--- src/rtl/ifetch_buffer.sv ---
// Instruction fetch front-end: single-outstanding imem requests, a DEPTH-entry
// {pc,instr} FIFO toward decode, and redirect-driven flush/discard.
module ifetch_buffer #(
  parameter int unsigned DEPTH    = 4,
  parameter logic [31:0] RESET_PC = 32'h0000_0000
) (
  input  logic                   clk,
  input  logic                   rst,
  output logic                   imem_req,
  output logic [31:0]            imem_addr,
  input  logic                   imem_gnt,
  input  logic                   imem_rvalid,
  input  logic [31:0]            imem_rdata,
  input  logic                   redirect,
  input  logic [31:0]            redirect_pc,
  output logic                   instr_valid,
  output logic [31:0]            instr,
  output logic [31:0]            instr_pc,
  input  logic                   instr_ready,
  output logic [$clog2(DEPTH):0] fifo_count
);
  localparam int unsigned PTR_W = $clog2(DEPTH);
  localparam int unsigned CNT_W = PTR_W + 1;

  typedef enum logic [1:0] {IDLE, WAIT, DROP} state_t;

  state_t             state_q, state_d;
  logic [31:0]        fetch_pc_q, fetch_pc_d;
  logic [31:0]        req_pc_q, req_pc_d;
  logic [PTR_W-1:0]   wr_ptr_q, wr_ptr_d, rd_ptr_q, rd_ptr_d;
  logic [CNT_W-1:0]   count_q, count_d;
  logic [31:0]        pc_mem_q  [DEPTH];
  logic [31:0]        pc_mem_d  [DEPTH];
  logic [31:0]        ins_mem_q [DEPTH];
  logic [31:0]        ins_mem_d [DEPTH];
  logic               accept, push, pop;

  // State register
  always_ff @(posedge clk) begin
    if (rst) state_q <= IDLE;
    else     state_q <= state_d;
  end

  // Next state; redirect outranks every other event in its cycle
  always_comb begin
    state_d = state_q;
    if (redirect) begin
      case (state_q)
        WAIT:    state_d = imem_rvalid ? IDLE : DROP;
        DROP:    state_d = DROP;
        default: state_d = IDLE;
      endcase
    end else begin
      case (state_q)
        IDLE:       if (accept)      state_d = WAIT;
        WAIT, DROP: if (imem_rvalid) state_d = IDLE;
        default:    state_d = IDLE;
      endcase
    end
  end

  // FSM outputs
  always_comb begin
    imem_req  = (state_q == IDLE) && (count_q < CNT_W'(DEPTH)) && !redirect && !rst;
    imem_addr = fetch_pc_q;
  end

  always_comb begin
    accept      = imem_req && imem_gnt;
    push        = (state_q == WAIT) && imem_rvalid && !redirect;
    instr_valid = (count_q != '0);
    pop         = instr_valid && instr_ready && !redirect;
    instr       = ins_mem_q[rd_ptr_q];
    instr_pc    = pc_mem_q[rd_ptr_q];
    fifo_count  = count_q;

    fetch_pc_d = fetch_pc_q;
    req_pc_d   = req_pc_q;
    wr_ptr_d   = wr_ptr_q;
    rd_ptr_d   = rd_ptr_q;
    count_d    = count_q;
    pc_mem_d   = pc_mem_q;
    ins_mem_d  = ins_mem_q;

    if (redirect) begin
      fetch_pc_d = redirect_pc & 32'hFFFF_FFFC;
      wr_ptr_d   = '0;
      rd_ptr_d   = '0;
      count_d    = '0;
    end else begin
      if (accept) begin
        req_pc_d   = fetch_pc_q;
        fetch_pc_d = fetch_pc_q + 32'd4;
      end
      if (push) begin
        pc_mem_d[wr_ptr_q]  = req_pc_q;
        ins_mem_d[wr_ptr_q] = imem_rdata;
        wr_ptr_d            = wr_ptr_q + PTR_W'(1);
      end
      if (pop) rd_ptr_d = rd_ptr_q + PTR_W'(1);
      case ({push, pop})
        2'b10:   count_d = count_q + CNT_W'(1);
        2'b01:   count_d = count_q - CNT_W'(1);
        default: count_d = count_q;
      endcase
    end
  end

  always_ff @(posedge clk) begin
    if (rst) begin
      fetch_pc_q <= RESET_PC;
      req_pc_q   <= '0;
      wr_ptr_q   <= '0;
      rd_ptr_q   <= '0;
      count_q    <= '0;
    end else begin
      fetch_pc_q <= fetch_pc_d;
      req_pc_q   <= req_pc_d;
      wr_ptr_q   <= wr_ptr_d;
      rd_ptr_q   <= rd_ptr_d;
      count_q    <= count_d;
    end
  end

  // Storage contents need no reset; count gates visibility
  always_ff @(posedge clk) begin
    pc_mem_q  <= pc_mem_d;
    ins_mem_q <= ins_mem_d;
  end

endmodule

--- config.mk ---
export PLATFORM = sky130hd
export DESIGN_NAME = ifetch_buffer
export DESIGN_NICKNAME = d
export VERILOG_FILES = /design/src/rtl/ifetch_buffer.sv
export SDC_FILE = /design/constraint.sdc
export NUM_CORES = 1
export LEC_CHECK = 0
export ABC_CLOCK_PERIOD_IN_PS = 7900
export CAP_MARGIN = 20
export CORE_ASPECT_RATIO = 0.5
export CORE_MARGIN = 4
export CORE_UTILIZATION = 59
export DETAILED_ROUTE_END_ITERATION = 7
export PLACE_DENSITY = 0.94
export SKIP_LAST_GASP = 1
export SYNTH_ARGS = -nofsm -noshare
export SYNTH_HDL_FRONTEND = slang
export SYNTH_SLANG_ARGS = --single-unit
--- constraint.sdc ---
create_clock -name clk -period 7.9 [get_ports clk]
set_clock_uncertainty 0.1 [all_clocks]
set_input_delay 1.58 -clock clk [delete_from_list [all_inputs] [get_ports clk]]
set_output_delay 1.58 -clock clk [all_outputs]
set_load 0.1 [all_outputs]
==> metrics.csv <==
metric,value,unit
clock latency on the worst-skew pair,0.53,ns
Int Power,2.57,mW
Cell Rows,36,
Iter 0 DRT Violations,839,
gpl congestion,0.880,
number of global-route vias before repair,7475,
first-pass GRT wire length,42700,um
Critical Path Sink Type,primary output,
"FFs w/ async S/R, synth",0,%
Min-Delay Path Class,register to register,
Setup CP Type,register to primary output,
CTS Hold Bufs,0,
CP Launch Type,register,
Clock power frac,38.7,%
total grt overflow,0,
Port Buffer Count,164,
Yosys reg bits,317,
reg2reg path depth,7,
P per Cell Area,220,nW/um^2
FMAX,0.189,GHz
"EDFF count, synth",248,
"Avg Cell Area, Syn",16.4,um^2
total CTS buffers,26,
post-layout net count,983,
Crit path required time,6.22,ns
vias,7345,
Net Sw Frac,22.0,%
Psw,0.725,mW
IO Count,171,
HPWL after DPL,16400,um
endpoints failing hold,0,
Core Box Area,19900,um^2
largest net degree at the start of global routing,70,
Residual DRC,0,
worst hold stages,2,
Layout Area Growth over Synthesis,21.8,%
Clock Pin Slew Worst Setup and Hold Paths,0.07,ns
CTS tree,built,
Critical Path AT,3.62,ns
max_slew headroom,28.7,%
CTS max path bufs,3,
Post CTS Setup Buffer Count,0,
Comb power frac,6.0,%
post-layout min period,5.30,ns
Die ar.,23300,um^2
CTS Sinks,317,
Synth Flop Type,edfxtp_1,
Die Height,110,um
hold_sp,req_pc_q[3],
DR vias/cell,6.17,
unrepaired setup endpoints after global routing,no,
number of distinct library cells after synthesis,44,
GRT Total Usage,23.8,%
share of layout cells above drive strength 1,13.1,%
Pleak,4.91,nW
synth warn,0,
Max Cap Violations,0,
"Core Util, Final",75.0,%
worst vdd ir,0.000126,V
WHS,0.405,ns
Setup Viol. Count Final,0,
Least-Margin Pin Slew,1.07,ns
worst-path fanout max,33,
outcome,completed,
Starting Density,61.6,%
Root Driver,clkbuf_16,
Reg2Reg Launch Point,state_q[1],
fin crit share,67.1,%
initial antenna violation count,1,
Post-CTS Resized,0,
Die Wd,212,um
post-route ant nets,0,
final max-slew violation count,0,
drt first pass iters,8,
sequential share of power,55.3,%
Mapped Area,12300,um^2
Worst Hold Path EP,req_pc_q[3],
Mapped Cells,750,
CTS H-tree lvls,1,
RR Endpoint,imem_addr[16],
reg2reg setup slack,4.93,ns
WL/cell,23.3,um
Routed WL,27700,um
Critical path origin,rd_ptr_q[0],
sequential area share after synthesis,72.0,%
placed cell areas,14100,um^2
Final Instance Area,14900,um^2
Setup TNS Final,0,ns
## registers in the layout (all words and copies together) (netlist names)
signal,flops
fifo_count,3
imem_addr,30
ins_mem_q,128
pc_mem_q,120
rd_ptr_q,2
req_pc_q,30
state_q,2
wr_ptr_q,2
## stage by stage
| step | power (mW) | instances | setup slack [ns] |
|---|---|---|---|
| 6_report | 3.29 | 1190 | 2.60 |
| 5_1_grt | 3.39 | 1190 | 2.38 |
| 4_1_cts | 3.30 | 1188 | 2.49 |
| 3_5_place_dp | 2.05 | 1140 | 2.68 |
| 3_3_place_gp | 2.04 | 1140 | 2.70 |
| 2_1_floorplan | 1.97 | 753 | 2.02 |
## cell families after synthesis
logic type,Yosys count,share of synthesized area [%]
other,1,0.0306
adders and majority gates,10,1.08
buffers and inverters,56,2.08
and+or+nand+nor,187,7.44
AOI/OAI and AO/OA,105,5.10
xor gates and xnor gates,9,0.643
muxes,65,11.7
DFF,317,72.0
## worst max path at each step
| stage | end | depth (start not counted) | slack (ns) |
|---|---|---|---|
| after global routing | instr_pc[2] | 3 | 2.38 |
| final | instr[25] | 3 | 2.60 |
| after floorplan | imem_req | 5 | 2.02 |
| after detailed placement | imem_req | 6 | 2.68 |
| after global placement | imem_req | 6 | 2.70 |
| after CTS | instr_pc[2] | 3 | 2.49 |
## placed cells by master (no fill, tap or decap), drive strengths merged, types with 5 or more instances in the layout
master,Yosys,routed
a21oi,47,47
a31oi,19,19
and2,15,15
and3,6,6
and4,9,9
buf,18,6
clkbuf,28,37
clkdlybuf4s50,0,162
clkinv,0,8
dfxtp,69,69
edfxtp,248,248
ha,9,9
inv,10,10
mux4,62,62
nand2,94,94
nand3,7,7
nand4,12,12
nor2,21,21
o211ai,7,7
o21ai,11,11
o22ai,5,5
or3,10,10
xor2,7,7
## critical path, cell delays in order (launching register included)
cell	delay, ns
dfxtp_4	0.76
buf_4	0.66
mux4_2	0.60
clkdlybuf4s50_1	1.01
## final cells by class
cell class	instances	area [um^2]
diodes	1	2.50
clock buffers	37	763
clock inverters	11	82.6
fillers	1114	4970
inverters	10	37.5
multi-input cells	380	3200
flip-flops and latches	317	8840
well taps	266	333
repair buffers	168	1680
## synthesized netlist by cell type (9+ instances only)
library cell,count,area (um^2)
a21oi_1,47,235
a31oi_1,19,119
and2_1,15,93.8
and4_1,9,78.8
buf_2,12,60.1
clkbuf_1,25,93.8
dfxtp_1,69,1380
edfxtp_1,248,7450
ha_1,9,113
inv_1,10,37.5
mux4_2,62,1400
nand2_1,94,353
nand4_1,12,75.1
nor2_1,20,75.1
o21ai_0,11,55.1
or3_1,10,62.6
## routing by layer
metal  track usage (%)  wire [um]
met5                 0          0
met3              4.08       2040
met2              41.8      14200
met4              6.38        698
met1              31.7      10800
## power groups by stage
stage / clock [mW] / sequential, mW / combinational [mW]
CTS: 1.29 / 1.82 / 0.195
detailed placement: 0 / 1.85 / 0.194
global route: 1.36 / 1.82 / 0.204
global placement: 0 / 1.85 / 0.189
floorplan: 0 / 1.91 / 0.0596
finish: 1.28 / 1.82 / 0.197
Power figures use the tool's default switching activity.
